$ cat src/rtl/instr_decoder_q.sv
// Instruction decoder with a prefetch queue in front of the instruction register.
// The fetch side uses a valid/ready handshake; the execute side can stall or flush.
module instr_decoder_q #(
    parameter int DEPTH  = 4,
    parameter int PTR_W  = 2,
    parameter bit BYPASS = 1'b1
) (
    input  logic             clk,
    input  logic             sync_reset,
    input  logic [7:0]       next_instr,
    input  logic             instr_valid,
    output logic             instr_ready,
    input  logic             stall,
    input  logic             flush,
    output logic [7:0]       ir,
    output logic             ir_valid,
    output logic [3:0]       ir_nibble,
    output logic [8:0]       reg_en,
    output logic [3:0]       source_sel,
    output logic             i_sel,
    output logic             x_sel,
    output logic             y_sel,
    output logic             jmp,
    output logic             jmp_nz,
    output logic             nop,
    output logic [PTR_W:0]   q_count
);

    localparam logic [PTR_W:0] FULL_CNT = (PTR_W + 1)'(DEPTH);
    localparam logic [3:0]     SRC_IMM  = 4'd8;
    localparam logic [3:0]     SRC_PINS = 4'd9;
    localparam logic [3:0]     SRC_ZERO = 4'd10;

    logic [7:0]       mem_q [DEPTH];
    logic [PTR_W-1:0] wr_ptr_q;
    logic [PTR_W-1:0] rd_ptr_q;
    logic [PTR_W:0]   count_q;
    logic [7:0]       ir_q;
    logic             ir_valid_q;

    logic push;
    logic advance;
    logic q_empty;
    logic pop;
    logic bypass_take;
    logic q_write;

    assign instr_ready = !sync_reset && !flush && (count_q < FULL_CNT);
    assign push        = instr_valid && instr_ready;
    assign advance     = !stall;
    assign q_empty     = (count_q == '0);
    assign pop         = advance && !q_empty;
    assign bypass_take = BYPASS && advance && q_empty && push;
    assign q_write     = push && !bypass_take;

    // Queue storage: one register per entry, written only when the write pointer selects it.
    generate
        for (genvar gi = 0; gi < DEPTH; gi++) begin : g_entry
            always_ff @(posedge clk) begin
                if (q_write && (wr_ptr_q == PTR_W'(gi))) begin
                    mem_q[gi] <= next_instr;
                end
            end
        end
    endgenerate

    always_ff @(posedge clk) begin
        if (sync_reset) begin
            wr_ptr_q   <= '0;
            rd_ptr_q   <= '0;
            count_q    <= '0;
            ir_q       <= 8'h00;
            ir_valid_q <= 1'b0;
        end else if (flush) begin
            wr_ptr_q   <= '0;
            rd_ptr_q   <= '0;
            count_q    <= '0;
            ir_valid_q <= 1'b0;
        end else begin
            if (q_write) begin
                wr_ptr_q <= wr_ptr_q + 1'b1;
            end
            if (pop) begin
                rd_ptr_q <= rd_ptr_q + 1'b1;
            end
            case ({q_write, pop})
                2'b10:   count_q <= count_q + 1'b1;
                2'b01:   count_q <= count_q - 1'b1;
                default: count_q <= count_q;
            endcase
            if (advance) begin
                if (pop) begin
                    ir_q       <= mem_q[rd_ptr_q];
                    ir_valid_q <= 1'b1;
                end else if (bypass_take) begin
                    ir_q       <= next_instr;
                    ir_valid_q <= 1'b1;
                end else begin
                    ir_valid_q <= 1'b0;
                end
            end
        end
    end

    assign ir        = ir_q;
    assign ir_valid  = ir_valid_q;
    assign ir_nibble = ir_q[3:0];
    assign q_count   = count_q;

    // Destination code to register enable; code 7 writes dm and i together.
    function automatic logic [8:0] dest_en(input logic [2:0] ddd);
        logic [8:0] en;
        en = '0;
        case (ddd)
            3'd0:    en[0] = 1'b1;
            3'd1:    en[1] = 1'b1;
            3'd2:    en[2] = 1'b1;
            3'd3:    en[3] = 1'b1;
            3'd4:    en[8] = 1'b1;
            3'd5:    en[5] = 1'b1;
            3'd6:    en[6] = 1'b1;
            default: begin
                en[7] = 1'b1;
                en[6] = 1'b1;
            end
        endcase
        return en;
    endfunction

    always_comb begin
        reg_en     = '0;
        source_sel = SRC_ZERO;
        jmp        = 1'b0;
        jmp_nz     = 1'b0;
        nop        = 1'b0;
        x_sel      = ir_q[4];
        y_sel      = ir_q[3];
        i_sel      = !((ir_q[7:4] == 4'b0110) || (ir_q[7:3] == 5'b10110));
        if (sync_reset) begin
            reg_en = 9'h1FF;
            x_sel  = 1'b0;
            y_sel  = 1'b0;
            i_sel  = 1'b0;
        end else if (ir_valid_q && !stall) begin
            if (!ir_q[7]) begin
                source_sel = SRC_IMM;
                reg_en     = dest_en(ir_q[6:4]);
            end else if (!ir_q[6]) begin
                reg_en = dest_en(ir_q[5:3]);
                if (ir_q[2:0] == 3'd7) begin
                    reg_en[6] = 1'b1;
                end
                // A move onto itself is repurposed: 4->4 reads source 4, others read the pins.
                if (ir_q[5:3] != ir_q[2:0]) begin
                    source_sel = {1'b0, ir_q[2:0]};
                end else if (ir_q[2:0] == 3'd4) begin
                    source_sel = 4'd4;
                end else begin
                    source_sel = SRC_PINS;
                end
            end else if (!ir_q[5]) begin
                reg_en[4] = 1'b1;
                nop       = (ir_q[4:0] == 5'h08) || (ir_q[4:0] == 5'h0F) ||
                            (ir_q[4:0] == 5'h18) || (ir_q[4:0] == 5'h1F);
            end else if (!ir_q[4]) begin
                jmp = 1'b1;
            end else begin
                jmp_nz = 1'b1;
            end
        end
    end

endmodule

$ cat config.mk
export PLATFORM = sky130hd
export DESIGN_NAME = instr_decoder_q
export DESIGN_NICKNAME = d
export VERILOG_FILES = /design/src/rtl/instr_decoder_q.sv
export SDC_FILE = /design/constraint.sdc
export NUM_CORES = 1
export LEC_CHECK = 0
export ABC_AREA = 1
export CAP_MARGIN = 5
export CELL_PAD_IN_SITES_DETAIL_PLACEMENT = 0
export CELL_PAD_IN_SITES_GLOBAL_PLACEMENT = 1
export CORE_UTILIZATION = 34
export DETAILED_ROUTE_END_ITERATION = 6
export GPL_TIMING_DRIVEN = 0
export MAX_ROUTING_LAYER = met4
export PLACE_DENSITY = 0.72
export SLEW_MARGIN = 10
export SYNTH_ARGS = -nofsm -noshare
export SYNTH_HDL_FRONTEND = slang
export SYNTH_SLANG_ARGS = --single-unit
$ cat constraint.sdc
create_clock -name clk -period 1.8 [get_ports clk]
set_clock_uncertainty 0.15 [all_clocks]
set_input_delay 0.36 -clock clk [delete_from_list [all_inputs] [get_ports clk]]
set_output_delay 0.36 -clock clk [all_outputs]
set_load 0.03 [all_outputs]
# Word-level counts from Yosys, hierarchy flattened
# Memories as Yosys holds them, arrays and structs flattened. A register that Yosys moved wholly into a read port is not among the register bits.
# Cells that the tools add are included.
[totals]
regBits = 16
memories = 1
ramBits = 32
wordCells = 150
[op_classes]
bitwise = 2
muxes = 74
n_reduce_logical = 37
order_cmp = 1
eq_ne = 26
addsub = 4
[mem_list]
columns = ["memory", "words", "word_bits", "read_ports", "rd_ports_with_merged_regs", "write_ports", "line", "rtl"]
rows = [
  ["mem_q", 4, 8, 1, 1, 1, "34", "logic [7:0] mem_q [DEPTH];"],
]
[op_table]
columns = ["operator", "n"]
rows = [
  ["$mux 1", 52],
  ["$mux 8", 5],
  ["$mux 4", 8],
  ["$mux 9", 3],
  ["$eq 3x3->1 const B", 8],
  ["$reduce_or 8->1", 3],
  ["$eq 5x5->1 const B", 3],
  ["$reduce_or 7->1", 2],
  ["$eq 3x2->1 const B", 4],
  ["$logic_and 1x1->1", 12],
  ["$reduce_or 6->1", 2],
  ["$eq 5x4->1 const B", 2],
  ["$mux 2", 5],
  ["$logic_not 3->1", 3],
  ["$eq 2x2->1 const B", 3],
  ["$eq 3x1->1 const B", 2],
  ["$logic_not 1->1", 6],
  ["$pmux 3 s2", 1],
  ["$add 2x1->2 const B", 2],
  ["$eq 2x1->1 const B", 2],
  ["$eq 4x3->1 const B", 1],
  ["$logic_or 1x1->1", 4],
  ["$reduce_bool 2->1", 2],
  ["$add 3x1->3 const B", 1],
  ["7 further kinds", 8],
]

# Depth between registers and ports, before layout
# Gate-level depths: netlist of run 1.
[logic_depth]
ltp_word = 14
depth_mapped = 13

# Worst setup path after synthesis of run 1
# OpenSTA, ideal clock, no wires.
[synth_path]
path_type = "reg-to-reg"
startpoint = "register count_q[2], in the netlist q_count[2]"
endpoint = "register count_q[1], in the netlist q_count[1]"
t_arrival_ns = 2.368
slack_ns = -0.788
stages_incl_launch_ff = 9
synth_period_minus_slack_ns = 2.588
path_cell_list = "dfxtp_1 > nor3_1 > nand2_1 > nor2_1 > inv_1 > ha_1 > inv_1 > fa_1 > a21oi_1"
[synth_via]
elab_chain_cells = 8
[synth_rtl]
columns = ["element", "line", "rtl"]
rows = [
  ["start, declared", "37", "logic [PTR_W:0] count_q;"],
  ["start signal, assigned", "87", "2'b10: count_q <= count_q + 1'b1;"],
  ["start signal, assigned", "88", "2'b01: count_q <= count_q - 1'b1;"],
  ["start signal, assigned", "89", "default: count_q <= count_q;"],
  ["$lt 3x3->1 (*)", "48", "assign instr_ready = !sync_reset && !flush && (count_q < FULL_CNT);"],
  ["$logic_and 1x1->1 (*)", "48", ""],
  ["net instr_ready", "12", "output logic instr_ready,"],
  ["$logic_and 1x1->1 (*)", "49", "assign push = instr_valid && instr_ready;"],
  ["$logic_and 1x1->1", "53", "assign bypass_take = BYPASS && advance && q_empty && push;"],
  ["$logic_not 1->1", "54", "assign q_write = push && !bypass_take;"],
  ["$logic_and 1x1->1 (*)", "54", ""],
  ["$eq 2x1->1 or $eq 2x2->1 (tied branches)", "86", "case ({q_write, pop})"],
  ["$pmux 3 s2 or $reduce_bool 2->1 (tied branches)", "--", ""],
]
# Mark *: on every way through the listed nets, which the timed path passes. The rest lies on a longest branch.
# A chain may end at the register's enable or synchronous reset.

# Worst setup path after layout of run 1
[layout_path]
startpoint = "register ir_q[7], in the netlist ir[7]"
endpoint = "output reg_en[6]"
[layout_via]
elab_chain_cells = 3
[layout_rtl]
columns = ["element", "line", "rtl"]
rows = [
  ["start, declared", "38", "logic [7:0] ir_q;"],
  ["start signal, assigned", "93", "ir_q <= mem_q[rd_ptr_q];"],
  ["start signal, assigned", "96", "ir_q <= next_instr;"],
  ["$mux 9", "145", "if (!ir_q[7]) begin"],
  ["$mux 9", "144", "end else if (ir_valid_q && !stall) begin"],
  ["$mux 9", "139", "if (sync_reset) begin"],
  ["end, declared", "18", "output logic [8:0] reg_en,"],
]
# No other way between the ends.

==> summary.md, run 1 <==
| Metric | Value |
|---|---|
| Status | finished with violations |
| Failing checks | negative setup slack |
| Initial DRC Count | 51 |
| Post-synthesis cell type count | 27 |
| Largest net degree at the start of global routing | 16 |
| Setup_tns | -2.52 ns |
| Worst hold stages | 2 |
| # rows | 32 |
| Routed WL | 6780 um |
| Multi-input gate area | 1300 um2 |
| CTS H-tree depth | 2 |
| Crit Path Category | flop to output port |
| CP startpoint kind | flop |
| VDD IR max | 0.000312 V |
| Overflow after GRT | 0 |
| Clock root buffer | clkbuf_8 |
| Total Power | 0.00253 W |
| Hold Crit Start | rd_ptr_q[1]$_SDFFE_PP0N_ |
| Area added between synthesis and finish | 50.6% |
| Per-cell routed wire length | 12.6 um |
| Nets | 454 |
| Diodes inserted | 0 |
| RSZ-0062 raised after global routing | yes |
| Avg Inst Size Synth | 7.61 um2 |
| Synth Register Bits | 50 |
| Core Area | 7690 um2 |
| Hold Violations, Final | 0 |
| Clk sinks | 50 |
| FILL cells | 756 |
| Initial antenna violation count | 0 |
| Final worst-path cycle share | 1.14 |
| Post-route ant nets | 0 |
| Hold_buf cts | 0 |
| Final setup violation count | 18 |
| Port Buffers | 48 |
| CTS tree | done |
| Lkg Pwr | 1.88 nW |
| Required @ worst endpoint | 1.29 ns |
| Headroom to the max-slew limit | 0.757 |
| Synth warn | 0 |
| Final WS setup | -0.246 ns |
| Initial Util | 0.349 |
| Vias in the first global route | 2339 |
| Power per standard cell area | 625 nW/um2 |
| Reg-to-reg slack, setup | -0.15 ns |
| CP Data Arrival Time | 1.54 ns |
| First-pass GRT wire length | 11000 um |
| Place WS | -1.26 ns |
| R2r worst-path depth | 13 |
| Via count | 2470 |
| Slew Limit Fails | 0 |
| IO Pins | 49 |
| Sequential fraction of the synthesis area | 0.492 |
| Chip height | 90.9 um |
| Syn Inst Count | 353 |
| # DRC | 0 |
| Worst R2R Start | q_count[1]$_SDFFE_PP0P_ |
| Synthesized Nets | 372 |
| Global-route usage over all layers | 0.172 |
| CTS clk-pin slew, worst paths | 0.10 ns |
| Drt first pass iters | 4 |
| Tmin final | 2.05 ns |
| HP Class | flop to flop |
| Detailed Place HPWL | 4480 um |
| Die X | 90.9 um |
| Layout cell share with drive strength beyond 1 | 0.342 |
| Clk Latency, worst-skew pair | 0.30 ns |
| Die area | 8260 um2 |
| CTS Buf Count | 5 |
| Reg2reg end | q_count[2]$_SDFFE_PP0P_ |
| Mapped Area | 2690 um2 |
| Max_cap viols | 0 |
| Fmax | 489 MHz |
| Tightest Pin Transition | 0.365 ns |
| CTS Buffer Depth | 2 |
| Routed vias/inst | 4.59 |
| Worst setup EP type | output port |
| Register area | 1360 um2 |
| Routability cong. | 0.783 |
| Crit-path max FO | 5 |
[power by group]
part	internal (W)	total [W]	switching, W	leakage [nW]
logic	0.000148	0.000363	0.000214	1.37
clock network	0.000550	0.000921	0.000371	0.0658
registers	0.00122	0.00124	0.0000192	0.442
total	0.00192	0.00253	0.000605	1.88
[sequential cells by signal (all words and copies together) (netlist names), named ones only]
| name | flops |
|---|---|
| q_count | 3 |
| mem_q | 32 |
| wr_ptr_q | 2 |
| rd_ptr_q | 2 |
| ir | 8 |
| ir_valid | 1 |
[placed cells by master (no fill, tap or decap), drive strengths merged]
cell type and count:
dlygate4sd2 16, fa 1, a31oi 1, clkbuf 5, nor2 41, o22ai 3, dfxtp 18, nand4 1
ha 5, clkdlybuf4s50 9, xnor2 3, bufinv 2, nor3 2, o21ai 17, a21oi 6, nand3 25
o211ai 1, edfxtp 32, dlymetal6s2s 1, clkinv 2, and3b 1, clkdlybuf4s15 3, clkinvlp 2, buf 58
nand2 117, inv 64
[Yosys cell counts]
cell type  number  area share
buf_4           6       0.017
fa_1            1      0.0075
nand2_2         3      0.0070
a21oi_1         6       0.011
clkinv_1        1      0.0014
nand2_4         1      0.0042
buf_2           4      0.0075
buf_6           1      0.0042
nand3_1        25       0.047
dfxtp_1        18        0.13
nor2_4          1      0.0042
clkbuf_1        1      0.0014
xnor2_1         3      0.0098
and3b_1         1      0.0033
nor2_2          2      0.0047
inv_1          65       0.091
nand4_2         1      0.0047
o211ai_1        1      0.0028
o22ai_1         3      0.0070
inv_2           1      0.0014
edfxtp_1       32        0.36
nand2_1       113        0.16
a31oi_1         1      0.0023
nor2_1         38       0.053
ha_1            5       0.023
nor3_1          2      0.0037
o21ai_0        17       0.032
[layer usage]
metal | up-vias | share of wire | global-route usage
li1 | 1252 | - | -
met1 | 1176 | 0.46 | 0.217
met2 | 33 | 0.51 | 0.293
met3 | 9 | 0.023 | 0.0236
met4 | 0 | 0.0093 | 0.0397
met5 | - | 0 | -
[worst max-delay path by stage]
| stage | from | end | slack [ns] | depth (start not counted) |
|---|---|---|---|---|
| after global routing | ir[7]$_SDFFE_PP0P_ | source_sel[0] | -0.32 | 6 |
| after global placement | sync_reset | reg_en[0] | -1.26 | 5 |
| after detailed placement | sync_reset | reg_en[0] | -1.26 | 5 |
| after floorplan | flush | q_count[1]$_SDFFE_PP0P_ | -0.19 | 8 |
| after CTS | ir[7]$_SDFFE_PP0P_ | source_sel[0] | -0.25 | 6 |
| final | ir[7]$_SDFFE_PP0P_ | reg_en[6] | -0.25 | 8 |
[layout make-up]
type	count	area share
flip-flops and latches	50	0.335
clock inverters	3	0.0158
multi-input cells	224	0.322
clock buffers	5	0.0170
well taps	102	0.0315
inverters	67	0.0702
repair buffers	76	0.188
plain buffers	11	0.0204
[timing repair]
action,4_1_cts,5_1_grt
endpoints found under the setup margin,79,54
endpoints found under the hold margin,0,0
buffers inserted,17,11
cloned,0,0
pin swaps,16,15
resized for setup,200,30
[worst max-delay path, stage by stage (launching register included)]
cell	delay (ns)
dfxtp_2	0.33
buf_6	0.13
clkinvlp_4	0.12
nand2_2	0.13
buf_4	0.16
o21ai_1	0.11
nand2_1	0.06
nand2_1	0.07
buf_6	0.13
[cells by family after synthesis]
family,after synthesis,share of synthesized area
xor gates and xnor gates,3,0.00978
buffers and inverters,79,0.123
and+or+nand+nor,187,0.289
adders and majority gates,6,0.0307
AOI/OAI and AO/OA,28,0.0550
DFF,50,0.492
[through the flow]
stage                util  hold slack (ns)  area, um2  instances
finish              0.526            0.329       4050        538
global route        0.526            0.355       4050        538
CTS                 0.506            0.320       3890        528
detailed placement  0.444            0.291       3410        503
global placement    0.444            0.285       3410        503
floorplan               -            0.283       2800        353
No activity file was read; power rests on OpenSTA's default activity.
==> inputs of run 2 (changes only) <==
--- a/config.mk
+++ b/config.mk
@@ -9,11 +9,13 @@
 export CAP_MARGIN = 5
 export CELL_PAD_IN_SITES_DETAIL_PLACEMENT = 0
 export CELL_PAD_IN_SITES_GLOBAL_PLACEMENT = 1
+export CORE_MARGIN = 10
 export CORE_UTILIZATION = 34
 export DETAILED_ROUTE_END_ITERATION = 6
 export GPL_TIMING_DRIVEN = 0
 export MAX_ROUTING_LAYER = met4
 export PLACE_DENSITY = 0.72
+export RECOVER_POWER = 50
 export SLEW_MARGIN = 10
 export SYNTH_ARGS = -nofsm -noshare
 export SYNTH_HDL_FRONTEND = slang
==> summary.md, run 2 (synthesis gave the netlist of run 1 again) <==
| Metric | Value |
|---|---|
| Status | finished with violations |
| FILL cells | 754 (-0.26%) |
| Multi-input gate area | 1280 um2 (-1.7%) |
| Vias in the first global route | 2370 (+1.3%) |
| Failing checks | negative setup slack |
| Place WS | -1.25 ns (+0.00437 ns) |
| # rows | 32 (unchanged) |
| Routability cong. | 0.826 (+5.4%) |
| Initial antenna violation count | 0 (unchanged) |
| Total Power | 0.00240 W (-5.2%) |
| Final worst-path cycle share | 1.14 (+0.00406) |
| Setup_tns | -3.36 ns (-0.845 ns) |
| Hold_buf cts | 0 (unchanged) |
| CTS H-tree depth | 2 (unchanged) |
| Register area | 1350 um2 (-0.46%) |
| Area added between synthesis and finish | 49.6% |
| Global-route usage over all layers | 0.126 (-0.0461) |
| Nets | 459 (+1.1%) |
| Core Area | 7690 um2 (unchanged) |
| Required @ worst endpoint | 1.29 ns (about the same) |
| Per-cell routed wire length | 13.5 um (+6.8%) |
| Fmax | 487 MHz (-0.36%) |
| CP Data Arrival Time | 1.54 ns (about the same) |
| Final WS setup | -0.253 ns (-0.00730 ns) |
| IO Pins | 49 (unchanged) |
| Initial Util | 0.349 (unchanged) |
| Detailed Place HPWL | 4980 um (+11%) |
| Hold Violations, Final | 0 (unchanged) |
| Chip height | 109 um (+20%) |
| VDD IR max | 0.000260 V (-16%) |
| CP cell instances | inv_4 > nor2_4 > nand2_2 > nor3_4 > o21ai_1 > a21oi_2 > buf_6 |
| Port Buffers | 48 (unchanged) |
| Crit-path max FO | 3 (-2) |
| Clock root buffer | clkbuf_8 |
| CTS clk-pin slew, worst paths | 0.09 ns (about the same) |
| Power per standard cell area | 596 nW/um2 (-4.5%) |
| Clk sinks | 50 (unchanged) |
| Routed vias/inst | 4.53 (-1.2%) |
| Final setup violation count | 21 (+3) |
| Lkg Pwr | 1.87 nW (-0.40%) |
| Tightest Pin Transition | 0.376 ns (+0.0110 ns) |
| Layout cell share with drive strength beyond 1 | 0.340 (-0.00161) |
| CTS Buffer Depth | 2 (unchanged) |
| Tmin final | 2.05 ns (+0.00730 ns) |
| First-pass GRT wire length | 11600 um (+5.9%) |
| Max_cap viols | 0 (unchanged) |
| Slew Limit Fails | 0 (unchanged) |
| Headroom to the max-slew limit | 0.749 (-0.00736) |
| Commonest cells after routing, fill and taps aside | nand2_1 (102), inv_1 (53), edfxtp_1 (32), nor2_1 (31), buf_4 (31) |
| HP Class | flop to flop |
| CTS tree | done |
| WHS | 0.323 ns (-0.00598 ns) |
| Post-route ant nets | 0 (unchanged) |
| Largest reg by FF count | mem_q |
| Initial DRC Count | 80 (+57%) |
| Crit Path Category | flop to output port |
| # DRC | 0 (unchanged) |
| Routed WL | 7310 um (+7.8%) |
| CP startpoint kind | flop |
| Worst setup EP type | output port |
| CTS Buf Count | 5 (unchanged) |
| Max incr delay on CP | 0.36 ns (+0.03 ns) |
| Via count | 2462 (-0.32%) |
| Die area | 11900 um2 (+44%) |
| Largest net degree at the start of global routing | 16 (unchanged) |
| Overflow after GRT | 0 (unchanged) |
| Commonest non-fill, non-tap cell in the layout | nand2_1 |
| Die X | 109 um (+20%) |
| Clk Latency, worst-skew pair | 0.30 ns (about the same) |
| RSZ-0062 raised after global routing | yes |
| Drt first pass iters | 4 (unchanged) |
| Diodes inserted | 0 (unchanged) |
| Flip-flop count of the largest register after layout | 32 (unchanged) |
| CP max-delay cell | dfxtp_4 |
-- run 2: changes by cell type in the layout (fill, tap and decap cells not counted), moves of 4 or more --
cell             delta
buf_4               +7
clkdlybuf4s50_1     -9
dlygate4sd3_1       +8
nor2_1              +4
-- run 2: what timing repair did --
action | in CTS | in global routing
endpoints found under the hold margin | 0 | 0
setup buffers | 21 | 13
pin swaps | 20 | 11
gates resized for setup | 199 | 27
endpoints found under the setup margin | 79 | 29
-- run 2: cell type report --
type                            instances  share of cell area
Buffer                                 11              0.0199
Clock buffer                            6              0.0181
Clock inverter                          2             0.00934
Inverter                               67              0.0707
Multi-Input combinational cell        224               0.318
Sequential cell                        50               0.336
Tap cell                              102              0.0318
Timing Repair Buffer                   81               0.196
-- run 2: worst paths after layout --
kind                                  from                  endpoint  slack, ns  depth (start not counted)
setup reg to reg   q_count[2]$_SDFFE_PP0P_   q_count[2]$_SDFFE_PP0P_      -0.11                         13
hold / removal    rd_ptr_q[1]$_SDFFE_PP0N_  rd_ptr_q[1]$_SDFFE_PP0N_       0.32                          2
hold reg to reg   rd_ptr_q[1]$_SDFFE_PP0N_  rd_ptr_q[1]$_SDFFE_PP0N_       0.32                          2
setup / recovery     ir_valid$_SDFFE_PP0N_             source_sel[0]      -0.25                          7
-- run 2: per-stage QoR --
| stage | std cells | cell area [um2] | util |
|---|---|---|---|
| after floorplan | 353 | 2800 | - |
| after global placement | 503 | 3410 | 0.444 |
| after detailed placement | 503 | 3410 | 0.444 |
| after CTS | 532 | 3880 | 0.504 |
| after global routing | 543 | 4020 | 0.523 |
| final | 543 | 4020 | 0.523 |
-- run 2: layer usage --
metal / track usage / vias up / part of all wire
li1: - / 1266 / -
met1: 0.157 / 1147 / 0.43
met2: 0.210 / 44 / 0.51
met3: 0.0212 / 5 / 0.045
met4: 0.0254 / 0 / 0.0053
met5: - / - / 0
-- run 2: critical path, delay by kind of cell (launching register included) --
family                 cells  cell delay (ns)
AOI/OAI and AO/OA          2             0.23
buffers and inverters      2             0.18
DFF                        1             0.36
and+or+nand+nor            3             0.46
-- run 2: report_power, final --
part	internal [W]	total (W)	switching [W]
logic	0.000145	0.000360	0.000215
registers	0.00123	0.00124	0.0000183
clock network	0.000415	0.000792	0.000377
total	0.00179	0.00240	0.000610
==> inputs of run 3 (changes only) <==
--- a/config.mk
+++ b/config.mk
@@ -11,8 +11,8 @@
 export CELL_PAD_IN_SITES_GLOBAL_PLACEMENT = 1
 export CORE_MARGIN = 10
 export CORE_UTILIZATION = 34
+export CTS_CLUSTER_DIAMETER = 50
 export DETAILED_ROUTE_END_ITERATION = 6
-export GPL_TIMING_DRIVEN = 0
 export MAX_ROUTING_LAYER = met4
 export PLACE_DENSITY = 0.72
 export RECOVER_POWER = 50
==> summary.md, run 3 (synthesis gave the netlist of run 1 again) <==
| Metric | Value |
|---|---|
| Required @ worst endpoint | 1.29 ns (about the same) |
| Area added between synthesis and finish | 45.8% |
| Initial Util | 0.349 (unchanged) |
| Setup_tns | -2.38 ns (+0.977 ns) |
| Via count | 2410 (-2.1%) |
| Commonest cells after routing, fill and taps aside | nand2_1 (107), inv_1 (54), buf_4 (35), edfxtp_1 (32), nor2_1 (28) |
| Largest reg by FF count | mem_q |
| Placed Cells | 520 (+3.4%) |
| Headroom to the max-slew limit | 0.778 (+0.0289) |
| CP Data Arrival Time | 1.59 ns (+0.05 ns) |
| CTS tree | done |
| Tmin final | 2.10 ns (+0.0451 ns) |
| # rows | 32 (unchanged) |
| Die area | 11900 um2 (unchanged) |
| Non-filler instance count after layout | 540 (-0.55%) |
| Worst setup EP type | output port |
| Final WS setup | -0.298 ns (-0.0451 ns) |
| CTS clk-pin slew, worst paths | 0.09 ns (about the same) |
| Final core occ | 0.510 (-0.0130) |
| Register area | 1360 um2 (+0.83%) |
| Status | finished with violations |
| First-pass GRT wire length | 11300 um (-3.0%) |
| Commonest non-fill, non-tap cell in the layout | nand2_1 |
| Nets | 456 (-0.65%) |
| Hold_buf cts | 0 (unchanged) |
| Clock root buffer | clkbuf_8 |
| Per-cell routed wire length | 13.0 um (-3.6%) |
| Power per standard cell area | 574 nW/um2 (-3.8%) |
| Die X | 109 um (unchanged) |
| FILL cells | 753 (-0.13%) |
| VDD IR max | 0.000267 V (+2.6%) |
| Crit Path Category | input port to output port |
| HP Class | flop to flop |
| Detailed Place HPWL | 4950 um (-0.53%) |
| Post-route ant nets | 0 (unchanged) |
| Clk sinks | 50 (unchanged) |
| Core Area | 7690 um2 (unchanged) |
| Routed vias/inst | 4.46 (-1.6%) |
| Clk Latency, worst-skew pair | 0.30 ns (about the same) |
| Total Power | 0.00225 W (-6.2%) |
| Diodes inserted | 0 (unchanged) |
| Max_cap viols | 0 (unchanged) |
| Drt first pass iters | 4 (unchanged) |
| CTS Buffer Depth | 2 (unchanged) |
| # DRC | 0 (unchanged) |
| Failing checks | negative setup slack |
| Layout cell share with drive strength beyond 1 | 0.313 (-0.0274) |
| WHS | 0.321 ns (-0.00229 ns) |
| Overflow after GRT | 0 (unchanged) |
| CP startpoint kind | input port |
| Final setup violation count | 18 (-14%) |
| Crit-path max FO | 8 (+5) |
| Slew Limit Fails | 0 (unchanged) |
| CTS H-tree depth | 2 (unchanged) |
| Tightest Pin Transition | 0.332 ns (-0.0432 ns) |
| Lkg Pwr | 1.87 nW (-0.16%) |
| RSZ-0062 raised after global routing | yes |
| Multi-input gate area | 1260 um2 (-1.6%) |
| Routed WL | 7010 um (-4.1%) |
| Chip height | 109 um (unchanged) |
| Fmax | 477 MHz (-2.1%) |
| Largest net degree at the start of global routing | 17 (+1) |
| Routability cong. | 0.829 (+0.42%) |
| Vias in the first global route | 2311 (-2.5%) |
| Global-route usage over all layers | 0.123 (-0.00325) |
| CTS Buf Count | 5 (unchanged) |
| Final worst-path cycle share | 1.17 (+0.0250) |
| IO Pins | 49 (unchanged) |
| Hold Violations, Final | 0 (unchanged) |
| Port Buffers | 48 (unchanged) |
| Initial DRC Count | 79 (-1.3%) |
| Initial antenna violation count | 0 (unchanged) |
| Flip-flop count of the largest register after layout | 32 (unchanged) |
[run 3: changes by cell type in the layout (fill, tap and decap cells not counted), moves of 3 or more]
cell	change
buf_12	-5
buf_2	-3
buf_4	+4
clkdlybuf4s15_2	-3
dfxtp_2	-3
dfxtp_4	+4
nand2_1	+5
nand2_2	-7
nand3_2	-3
nor2_1	-3
nor2_2	+3
[run 3: power by group]
part           switching, W  total, W  internal (W)
clock network      0.000381  0.000655      0.000274
logic              0.000206  0.000348      0.000142
registers         0.0000217   0.00124       0.00122
[run 3: final timing paths]
| check | from | endpoint | slack [ns] | depth (start not counted) |
|---|---|---|---|---|
| setup / recovery | stall | nop | -0.30 | 6 |
| hold / removal | rd_ptr_q[1]$_SDFFE_PP0N_ | rd_ptr_q[1]$_SDFFE_PP0N_ | 0.32 | 2 |
| setup reg to reg | q_count[2]$_SDFFE_PP0P_ | q_count[2]$_SDFFE_PP0P_ | -0.13 | 13 |
| hold reg to reg | rd_ptr_q[1]$_SDFFE_PP0N_ | rd_ptr_q[1]$_SDFFE_PP0N_ | 0.32 | 2 |
[run 3: metal layers]
layer  vias up  global-route usage  wire length [um]  share of wire
met5         -                   -                 0              0
li1       1256                   -                 -              -
met3         4              0.0319               370          0.053
met2        50               0.197              3480           0.50
met4         0              0.0235                44         0.0063
met1      1100               0.153              3120           0.44
[run 3: final cells by class]
type,count,share of cell area
Clock buffer,5,0.0176
Clock inverter,3,0.00511
Inverter,67,0.0712
Multi-Input combinational cell,224,0.321
Sequential cell,50,0.347
Tap cell,102,0.0326
Timing Repair Buffer,89,0.205
[run 3: critical path, stage by stage]
cell and delay, ns:
dlygate4sd2_1 0.31, nor2_4 0.18, buf_4 0.18, nand3_1 0.11, and3b_1 0.27, buf_4 0.17
[run 3: what timing repair did]
action,in CTS,in global routing
setup endpoints to repair,71,44
gates resized for setup,75,35
buffers inserted,10,2
pin swaps,17,16
hold endpoints to repair,0,0
[run 3: per-stage QoR]
step	instance area (um2)	setup slack, ns
finish	3920	-0.298
global route	3920	-0.392
CTS	3800	-0.259
detailed placement	3500	-0.572
global placement	3500	-0.552
floorplan	2800	-0.189
